<file path="src/rtl/vram_pkg.sv">
// Shared types and constants for the VRAM arbiter slice.
package vram_pkg;

   typedef enum logic [1:0] {
      GNT_IDLE,
      GNT_VGA,
      GNT_DMA
   } gnt_t;

   localparam logic [2:0]  VGA_BASE_DEFAULT = 3'b110;
   localparam int unsigned WAIT_W           = 4;

endpackage

</file>
<file path="src/rtl/vram_grant.sv">
// Shared-slot priority decision: VGA first, DMA once it has been denied
// DMA_MAX_WAIT consecutive shared slots.
module vram_grant
   import vram_pkg::*;
#(
   parameter int unsigned DMA_MAX_WAIT = 8
) (
   input  logic clk,
   input  logic rst,
   input  logic slot,
   input  logic vga_req,
   input  logic dma_req,
   output gnt_t gnt
);

   localparam logic [WAIT_W-1:0] MAX_WAIT = WAIT_W'(DMA_MAX_WAIT);

   logic [WAIT_W-1:0] wait_cnt;

   always_comb begin
      gnt = GNT_IDLE;
      if (slot) begin
         if (vga_req && ((wait_cnt < MAX_WAIT) || !dma_req))
            gnt = GNT_VGA;
         else if (dma_req)
            gnt = GNT_DMA;
      end
   end

   // Counts only denied shared slots; CPU slots leave it untouched.
   always_ff @(posedge clk or posedge rst) begin
      if (rst)
         wait_cnt <= '0;
      else if (!dma_req || (gnt == GNT_DMA))
         wait_cnt <= '0;
      else if (slot && (wait_cnt < MAX_WAIT))
         wait_cnt <= wait_cnt + 1'b1;
   end

endmodule

</file>
<file path="src/rtl/vram_arbiter.sv">
// Time-slices one single-port VRAM between the CPU (odd phase) and
// VGA/DMA (even phase), with two-cycle read-return pipelines.
module vram_arbiter
   import vram_pkg::*;
#(
   parameter int unsigned DMA_MAX_WAIT = 8,
   parameter logic [2:0]  VGA_BASE     = VGA_BASE_DEFAULT
) (
   input  logic        clk,
   input  logic        rst,
   output logic        cpu_clk,
   input  logic [15:0] cpu_addr,
   input  logic [7:0]  cpu_dbw,
   input  logic        cpu_we,
   input  logic        cpu_sel,
   output logic [7:0]  cpu_rdata,
   input  logic        vga_req,
   input  logic [12:0] vga_addr,
   output logic        vga_valid,
   output logic [7:0]  vga_data,
   output logic        vga_miss,
   input  logic        dma_req,
   input  logic        dma_we,
   input  logic [15:0] dma_addr,
   input  logic [7:0]  dma_wdata,
   output logic        dma_ack,
   output logic        dma_rvalid,
   output logic [7:0]  dma_rdata,
   output logic [7:0]  miss_count,
   output logic [15:0] ram_addr,
   output logic        ram_we,
   output logic [7:0]  ram_dbw,
   input  logic [7:0]  ram_dbr
);

   logic ph;
   logic cpu_pend;
   logic vga_p1;
   logic miss_p1;
   logic dma_p1;
   logic we;
   gnt_t gnt;

   assign cpu_clk = ph;

   vram_grant #(
      .DMA_MAX_WAIT(DMA_MAX_WAIT)
   ) u_grant (
      .clk     (clk),
      .rst     (rst),
      .slot    (~ph & ~rst),
      .vga_req (vga_req),
      .dma_req (dma_req),
      .gnt     (gnt)
   );

   always_comb begin
      ram_addr = {VGA_BASE, vga_addr};
      ram_dbw  = '0;
      we       = 1'b0;
      dma_ack  = 1'b0;
      if (ph) begin
         ram_addr = cpu_addr;
         ram_dbw  = cpu_dbw;
         we       = cpu_we & cpu_sel;
      end else if (gnt == GNT_DMA) begin
         ram_addr = dma_addr;
         ram_dbw  = dma_wdata;
         we       = dma_we;
         dma_ack  = 1'b1;
      end
   end

   assign ram_we = we & ~rst;

   // Stage 1 marks the grant; stage 2 samples ram_dbr and raises the strobe.
   always_ff @(posedge clk or posedge rst) begin
      if (rst) begin
         ph         <= 1'b0;
         cpu_pend   <= 1'b0;
         cpu_rdata  <= '0;
         vga_p1     <= 1'b0;
         miss_p1    <= 1'b0;
         dma_p1     <= 1'b0;
         vga_valid  <= 1'b0;
         vga_miss   <= 1'b0;
         dma_rvalid <= 1'b0;
         vga_data   <= '0;
         dma_rdata  <= '0;
         miss_count <= '0;
      end else begin
         ph         <= ~ph;
         cpu_pend   <= ph;
         if (cpu_pend)
            cpu_rdata <= ram_dbr;
         vga_p1     <= (gnt == GNT_VGA);
         miss_p1    <= (gnt == GNT_DMA) && vga_req;
         dma_p1     <= (gnt == GNT_DMA) && !dma_we;
         vga_valid  <= vga_p1;
         vga_miss   <= miss_p1;
         dma_rvalid <= dma_p1;
         if (vga_p1)
            vga_data <= ram_dbr;
         if (dma_p1)
            dma_rdata <= ram_dbr;
         if (miss_p1 && (miss_count != '1))
            miss_count <= miss_count + 1'b1;
      end
   end

endmodule

</file>
<file path="config.mk">
export PLATFORM = sky130hd
export DESIGN_NAME = vram_arbiter
export DESIGN_NICKNAME = d
export VERILOG_FILES = /design/src/rtl/vram_pkg.sv /design/src/rtl/vram_grant.sv /design/src/rtl/vram_arbiter.sv
export SDC_FILE = /design/constraint.sdc
export NUM_CORES = 1
export LEC_CHECK = 0
export ABC_AREA = 1
export CAP_MARGIN = 15
export CORE_MARGIN = 2
export CORE_UTILIZATION = 35
export CTS_CLUSTER_SIZE = 25
export DETAILED_ROUTE_END_ITERATION = 7
export GPL_ROUTABILITY_DRIVEN = 1
export PLACE_DENSITY = 0.82
export RECOVER_POWER = 100
export REMOVE_ABC_BUFFERS = 1
export SYNTH_ARGS = -nofsm -noshare
export SYNTH_HDL_FRONTEND = slang
export SYNTH_SLANG_ARGS = --single-unit
</file>
<file path="constraint.sdc">
create_clock -name clk -period 1.3 [get_ports clk]
set_input_delay 0.26 -clock clk [delete_from_list [all_inputs] [get_ports clk]]
set_output_delay 0.26 -clock clk [all_outputs]
set_load 0.05 [all_outputs]
</file>
==> Yosys cells after proc, flatten, opt, wreduce, memory -nomap -nowiden <==
Cells that the tools add are included.
{ "classes": {"n_eq_ne": 3, "add_sub_neg": 2, "mux": 13, "n_bitwise": 5, "reduce_logical": 10, "n_lt_le_gt_ge": 1} }
{ "op_table": {"columns": ["op", "n"], "rows": [
  ["$mux W16", 2],
  ["$mux W8", 2],
  ["$add A8 B1 Y8 const B", 1],
  ["$mux W4", 2],
  ["$ne A8 B8 Y1 const B", 1],
  ["$mux W2", 3],
  ["$logic_and A1 B1 Y1", 5],
  ["$add A4 B1 Y4 const B", 1],
  ["$lt A4 B4 Y1 const B", 1],
  ["$mux W1", 4],
  ["$and A1 B1 Y1", 3],
  ["$eq A2 B1 Y1 const B", 1],
  ["$eq A2 B2 Y1 const B", 1],
  ["$logic_not A1 Y1", 2],
  ["$logic_or A1 B1 Y1", 2],
  ["$not A1 Y1", 2],
  ["$reduce_bool A2 Y1", 1]
]} }
{ "totals": {"output_inout_bits": 62, "word_cells": 47, "ff_bits": 44} }

==> Logic depth before layout (Yosys ltp) <==
Gate-level depths: netlist of run 1.
{ "logic_depth": {"ltp_word": 9, "mapped_depth": 8, "depth_no_buf": 8} }

==> By module <==
A second synthesis of run 1 with hierarchy kept.
{ "unflattened": {"hier_cells": 238, "area_unflattened_um2": 2240.9} }
{ "by_module_without_submodules": {"columns": ["mod", "area_each_um2", "cells_per_inst", "n_inst"], "rows": [
  ["vram_arbiter", 1994.4, 207, 1],
  ["vram_grant", 246.5, 31, 1]
]} }

==> Worst setup path before layout of run 1 <==
OpenSTA, ideal clock, no wires.
{ "synth_path": {"kind": "register to output", "startpoint": "register ph (netlist: cpu_clk)", "endpoint": "output port ram_we", "required_time_ps": 1040, "stages_incl_launch_ff": 6, "t_arrival_ps": 2030, "setup_slack_ps": -990, "cell_sequence": "dfrtp_1 -> buf_2 -> nor2_8 -> buf_2 -> nand4_1 -> a21oi_1"} }
{ "synth_between": {"elab_chain_cells": 7} }
{ "synth_lines": {"columns": ["element", "line_no", "source"], "rows": [
  ["start: declaration", "vram_arbiter.sv:36", "logic ph;"],
  ["start signal: assignment", "vram_arbiter.sv:92", "ph <= ~ph;"],
  ["$not A1 Y1", "vram_arbiter.sv:51", ".slot (~ph & ~rst),"],
  ["$and A1 B1 Y1", "vram_arbiter.sv:51", null],
  ["$mux W2", "vram_grant.sv:22", "if (slot) begin"],
  ["$eq A2 B2 Y1", "vram_arbiter.sv:66", "end else if (gnt == GNT_DMA) begin"],
  ["$mux W1", "vram_arbiter.sv:66", null],
  ["$mux W1 *", "vram_arbiter.sv:62", "if (ph) begin"],
  ["$and A1 B1 Y1 *", "vram_arbiter.sv:74", "assign ram_we = we & ~rst;"],
  ["end: declaration", "vram_arbiter.sv:31", "output logic ram_we,"]
]} }
Mark *: on every way between the ends. The rest lies on a longest branch, timed or not.

==> Worst setup path after layout of run 1 <==
{ "layout_path": {"startpoint": "register ph (netlist: cpu_clk)", "endpoint": "output port ram_dbw[7]"} }
{ "layout_between": {"elab_chain_cells": 6} }
{ "layout_lines": {"columns": ["element", "line_no", "source"], "rows": [
  ["$not A1 Y1", "vram_arbiter.sv:51", null],
  ["$and A1 B1 Y1", "vram_arbiter.sv:51", null],
  ["$mux W2", "vram_grant.sv:22", null],
  ["$eq A2 B2 Y1", "vram_arbiter.sv:66", null],
  ["$mux W8", "vram_arbiter.sv:66", null],
  ["$mux W8 *", "vram_arbiter.sv:62", null],
  ["end: declaration", "vram_arbiter.sv:32", "output logic [7:0] ram_dbw,"]
]} }
Marks and branches as above.

==> flow_summary.toml, run 1 <==
[outcome]
status = "finished, violations left"
violations = "negative setup slack"

[logic_synthesis]
yosysMostFrequentCell = "nand2_1"
postSynthAreaPerCell_um2 = 8.25
synthCells = 291
async_reset_ff_share_pct = 100
yosysSeqAreaShare_pct = 45.9
synth-seq-cells = 44
yosysTopAreaCell = "dfrtp_1"
yosysUniqueCellTypes = 23
synth-edff-count = 0
synthFlopType = "dfrtp_1"
synth.area.top_cells = "dfrtp_1, nand2_1, mux2_2, inv_1, nand3_1"
synth_top_area_share_pct = 45.9
synth_warnings = 0
synth_area_um2 = 2400
ys_top_cells_by_count = "nand2_1, dfrtp_1, inv_1"

[grt]
grt_max_degree = 28
antenna_found_initial = 0
grt_pass1_vias = 2664
track_usage_pct = 19.9
grt_pass1_wl_um = 11800
gr-total-overflow = 0

[finish]
postLayoutCellArea_um2 = 5030
syn_to_final_growth_pct = 109
layout-drive-gt1-share_pct = 39.4
diodes = 0
nets = 544
nFillCells = 413

[critical_path]
crit_path_max_incr_delay_ps = 460
crit_family = "simple AND/OR/NAND/NOR gates"
path_common_cell = "nand2_1"
criticalPathCategory = "reg -> out"
critPathArrivalTime_ps = 1630
worst_setup_path_start_kind = "flop"
crit_buf_inv = 2
cp_max_fo = 10
slowest_stage = "dfrtp_2"
crit_chain = "nor2_8 -> nand3_4 -> inv_2 -> nand2_1 -> nand2_1 -> buf_12"
worstPathRequired_ps = 1040
cp-end-kind = "primary output"

[place]
gp_congestion = 0.800
hpwl_um = 5730
dpl_cell_area_um2 = 4680
io_buffer_count = 137

[timing]
rsz0062_at_grt = "yes"
slew_headroom_pct = 48.6
fin_crit_sh_pct = 145
max_freq_ghz = 0.529
finalHoldViolations = 0
setup_ws_ps = -589
fin_crit_ps = 1890
tightest_slew_ps = 770
setup_tns_ps = -14310
skew_ps = 3.76
whs_ps = 288
slew_violations = 0
setup_viol = 32

[drt]
vias = 2622
drtIter0Drc = 64
drc_errors = 0
ant_nets = 0
wl_per_cell_um = 14.1
avgViaCountPerCell = 4.79
totalWireLength_um = 7710
drtPass1Iterations = 5

[cts]
cts.reportedPaths.clkPinSlew_ps = 80
clockBufferDepth = 2
tritoncts = "yes"
clockRootBuffer = "clkbuf_8"
cts_made_buffers = 5
hold_buffers = 0
htreeDepth = 2
clk_latency_ps = 290
cts_num_sinks = 44

[pwr]
total_power_mw = 4.46
leakage_nw = 2.41
peakVddDrop_uv = 439
cellPowerDensity_nw_per_um2 = 887

[floorplan]
ios = 138
die_width_um = 86.8
core_um2 = 6720
rows = 30
die_area_um2 = 7540
initial_utilization_pct = 35.7
fp.dieH_um = 86.8

[worst_hold_path]
min_path_type = "in -> reg"

[run]
maxCapViolations = 0
-- worst min-delay path: cells and delay by family --
family,cells,cell delay (ps)
buffers and inverters,2,200
AND/OR/NAND/NOR,1,80
-- what timing repair did --
action,in CTS,in global routing
cloned,0,1
resized for setup,29,26
buffers inserted,3,7
pin swaps,1,12
setup endpoints to repair,37,41
-- layout by cell type, fill, tap and decap left out --
master           Yosys  routed
o22ai_2              0       1
nand3_4              1       1
xnor2_1              2       2
clkdlybuf4s50_1      0      72
a21oi_2              0       1
nand2_1            102      81
clkinv_2             0       2
nand3_1             23      14
xor2_1               3       3
mux2_2              24      24
clkbuf_8             0       5
o21ai_0              3       3
nor2_2               1       2
dfrtp_2              0       1
inv_1               38      34
inv_4                0       1
clkinv_4             0       1
nand4_1             16      16
clkinv_1             0       1
nand3_2              0       9
clkbuf_2             0       1
o22ai_4              0       1
nor2_1              10       8
ha_1                 2       1
buf_6                1       5
nor2_4               0       1
buf_8                0       1
dfrtp_1             44      43
nand2_2              0      20
ha_4                 0       1
buf_12               0      61
buf_4                2      36
nor2_8               1       1
clkbuf_16            0       1
nand2_4              2       3
inv_2                2       4
o21ai_1              1       1
dlygate4sd2_1        0       2
dlymetal6s2s_1       0       2
-- power by group --
part	internal [mW]	leakage, nW	switching [mW]
Sequential	1.50	0.554	0.149
Combinational	1.04	1.81	0.948
Clock	0.374	0.0479	0.447
-- path summary, 6_finish.rpt --
check	from	slack, ps	depth (start not counted)	endpoint
worst min register to register	cpu_clk	490	0	cpu_pend
worst max-delay path	cpu_clk	-590	6	ram_dbw[7]
worst max register to register	cpu_clk	-90	7	u_grant.wait_cnt[3]
max in group asynchronous	rst	220	4	cpu_clk
worst min-delay path	vga_req	290	3	miss_p1
min in group asynchronous	rst	510	4	vga_miss
-- per-layer routing --
layer | global-route usage [%] | share of wire, % | up-vias
met3 | 6.48 | 6.7 | 14
li1 | - | - | 1266
met2 | 35.3 | 54 | 117
met1 | 21.7 | 37 | 1225
met4 | 8.10 | 1.8 | 0
met5 | 0 | 0 | -
-- registers in the layout, indices dropped and copies added, names as in the netlist --
register and count:
cpu_pend 1, dma_rdata 8, miss_count 8, vga_miss 1, u_grant.wait_cnt 4, dma_rvalid 1
vga_data 8, vga_p1 1, vga_valid 1, cpu_rdata 8, miss_p1 1, cpu_clk 1
dma_p1 1
-- cells by family after synthesis --
group,count (synthesis),share of synthesized area [%]
adders and majority gates,2,1.04
muxes,24,11.3
xor gates and xnor gates,5,1.83
buffers and inverters,53,9.18
AOI/OAI and AO/OA,7,1.56
and+or+nand+nor,156,29.2
DFF,44,45.9
-- per-stage QoR --
step / setup WS, ps / util [%] / instances
final: -589 / 74.8 / 547
after global routing: -641 / 74.8 / 547
after CTS: -499 / 72.5 / 539
after detailed placement: -611 / 69.7 / 528
after global placement: -569 / 69.7 / 528
after floorplan: -1080 / - / 278
-- final cells by class --
| cell class | instances | area [um^2] | share of cell area (%) |
|---|---|---|---|
| clock inverter | 3 | 18.8 | 0.373 |
| clock buffer | 5 | 68.8 | 1.37 |
| timing repair buffer | 181 | 2360 | 46.9 |
| inverter | 40 | 153 | 3.04 |
| tap | 80 | 100 | 1.99 |
| sequential | 44 | 1100 | 21.9 |
| multi-input combinational | 194 | 1230 | 24.4 |
Note: power is estimated with default switching activity, not from simulation.
==> run 2, diff against run 1 <==
--- a/config.mk
+++ b/config.mk
@@ -7,6 +7,7 @@
 export LEC_CHECK = 0
 export ABC_AREA = 1
 export CAP_MARGIN = 15
+export CORE_ASPECT_RATIO = 0.9
 export CORE_MARGIN = 2
 export CORE_UTILIZATION = 35
 export CTS_CLUSTER_SIZE = 25
==> run 2 against run 1 <==
Effect of this change:
- the run still ends with negative setup slack left
- design area shrank 1.2%
- sequential cell count unchanged
- sequential share of layout area increased by 0.33 points
- worst setup slack improved by 61 ps
- critical path type unchanged
- largest power group unchanged
==> flow_summary.toml, run 2 (synthesized netlist as in run 1, its figures left out) <==
[place]
dpl_cell_area_um2 = 4660
gp_congestion = 0.830
io_buffer_count = 137
hpwl_um = 6320
place_inst = 535
pre_cts_ws_ps = -685

[timing]
fin_crit_ps = 1830
setup_ws_ps = -528
setup_viol = 32
fin_crit_sh_pct = 141
rsz0062_at_grt = "yes"
max_freq_ghz = 0.547
setup_tns_ps = -12790
tightest_slew_ps = 643
slew_headroom_pct = 57.1
slew_violations = 0
skew_ps = 7.45
whs_ps = 397
finalHoldViolations = 0

[cts]
cts.reportedPaths.clkPinSlew_ps = 80
cts_made_buffers = 5
htreeDepth = 2
tritoncts = "yes"
clk_latency_ps = 300
hold_buffers = 0
clockBufferDepth = 2
clockRootBuffer = "clkbuf_8"
cts_num_sinks = 44

[drt]
avgViaCountPerCell = 4.83
drc_errors = 0
ant_nets = 0
wl_per_cell_um = 14.9
drtPass1Iterations = 4
vias = 2662
drtIter0Drc = 86
totalWireLength_um = 8190

[critical_path]
worstPathRequired_ps = 1040
crit_chain = "nor2_8 -> buf_8 -> nand4_1 -> nand3_2 -> nand2_2 -> buf_12"
criticalPathCategory = "reg -> out"
slowest_stage = "dfrtp_2"
cp-end-kind = "primary output"
crit_family = "simple AND/OR/NAND/NOR gates"
crit_buf_inv = 2
crit_path_max_incr_delay_ps = 470
r2r_slack_ps = -180
cp_max_fo = 14
worst_setup_path_start_kind = "flop"
critPathArrivalTime_ps = 1570

[grt]
top_usage_layer = "met2"
track_usage_pct = 21.7
grt_pass1_wl_um = 12900
use_met2_pct = 44.1
grt_pass1_vias = 2779
gr-total-overflow = 0
grt_max_degree = 28
met3_usage_pct = 4.99
antenna_found_initial = 0
grtUsageMet1_pct = 22.5

[floorplan]
ios = 138
die_area_um2 = 7540
rows = 28
initial_utilization_pct = 36.2
fp.dieH_um = 82.6
die_width_um = 91.3
core_um2 = 6620

[run]
maxCapViolations = 0

[pwr]
cellPowerDensity_nw_per_um2 = 909
peakVddDrop_uv = 414
leakage_nw = 2.35

[finish]
diodes = 0
final_common_cell = "nand2_1"
nets = 538
postLayoutCellArea_um2 = 4960
final_cells = 551
syn_to_final_growth_pct = 107
layout-drive-gt1-share_pct = 38.4
final_cell_mix = "nand2_1, clkdlybuf4s50_1, buf_12"

[outcome]
status = "finished, violations left"
violations = "negative setup slack"

[worst_hold_path]
min_path_type = "in -> reg"
run 2: changes by cell type in the layout (fill, tap and decap cells not counted), moves of 3 or more:
| cell | delta |
|---|---|
| nand2_2 | +3 |
| nand3_2 | -5 |
| nand3_1 | +5 |
| buf_4 | -7 |
run 2: power breakdown:
group / internal [mW] / switching [mW] / leakage [nW] / total [mW]
Clock: 0.430 / 0.470 / 0.0434 / 0.900
Sequential: 1.50 / 0.138 / 0.551 / 1.64
Combinational: 1.02 / 0.956 / 1.75 / 1.98
Total: 2.95 / 1.56 / 2.35 / 4.51
run 2: area by class of cell:
class / instances / area [um^2]
Clock inverter: 2 / 15.0
Sequential cell: 44 / 1100
Tap cell: 90 / 113
Multi-Input combinational cell: 195 / 1200
Inverter: 40 / 158
Clock buffer: 6 / 82.6
Fill cell: 411 / 1660
Timing Repair Buffer: 174 / 2290
run 2: path summary, 6_finish.rpt:
path | cells after the start | endpoint | startpoint
max in group asynchronous | 4 | miss_count[4] | rst
min in group asynchronous | 4 | cpu_pend | rst
hold / removal | 3 | miss_p1 | vga_req
setup reg to reg | 8 | u_grant.wait_cnt[3] | cpu_clk
setup / recovery | 6 | ram_addr[3] | cpu_clk
hold reg to reg | 0 | vga_miss | miss_p1
run 2: routing by layer:
layer	wire, um	vias to the layer above
met3	572	16
li1	-	1261
met1	2930	1262
met2	4560	123
met5	0	-
met4	129	0
run 2: worst register-to-register path: stages (launching register included):
cell	delay (ps)
dfrtp_2	470
nor2_8	160
buf_8	170
buf_4	120
buf_6	110
inv_4	40
nor2_4	140
nand2_1	70
o21ai_1	140
run 2: through the flow:
step	util, %	power (mW)
finish	75.0	4.51
global route	75.0	4.68
CTS	74.0	4.55
detailed placement	70.4	3.63
global placement	70.4	3.58
floorplan	-	2.44
run 2: timing repair:
| item | in CTS | in global routing |
|---|---|---|
| hold endpoints to repair | 0 | 0 |
| buffers inserted | 5 | 2 |
| resized for setup | 41 | 17 |
| cloned | 1 | 0 |
| setup endpoints to repair | 37 | 38 |
| pin swaps | 1 | 6 |
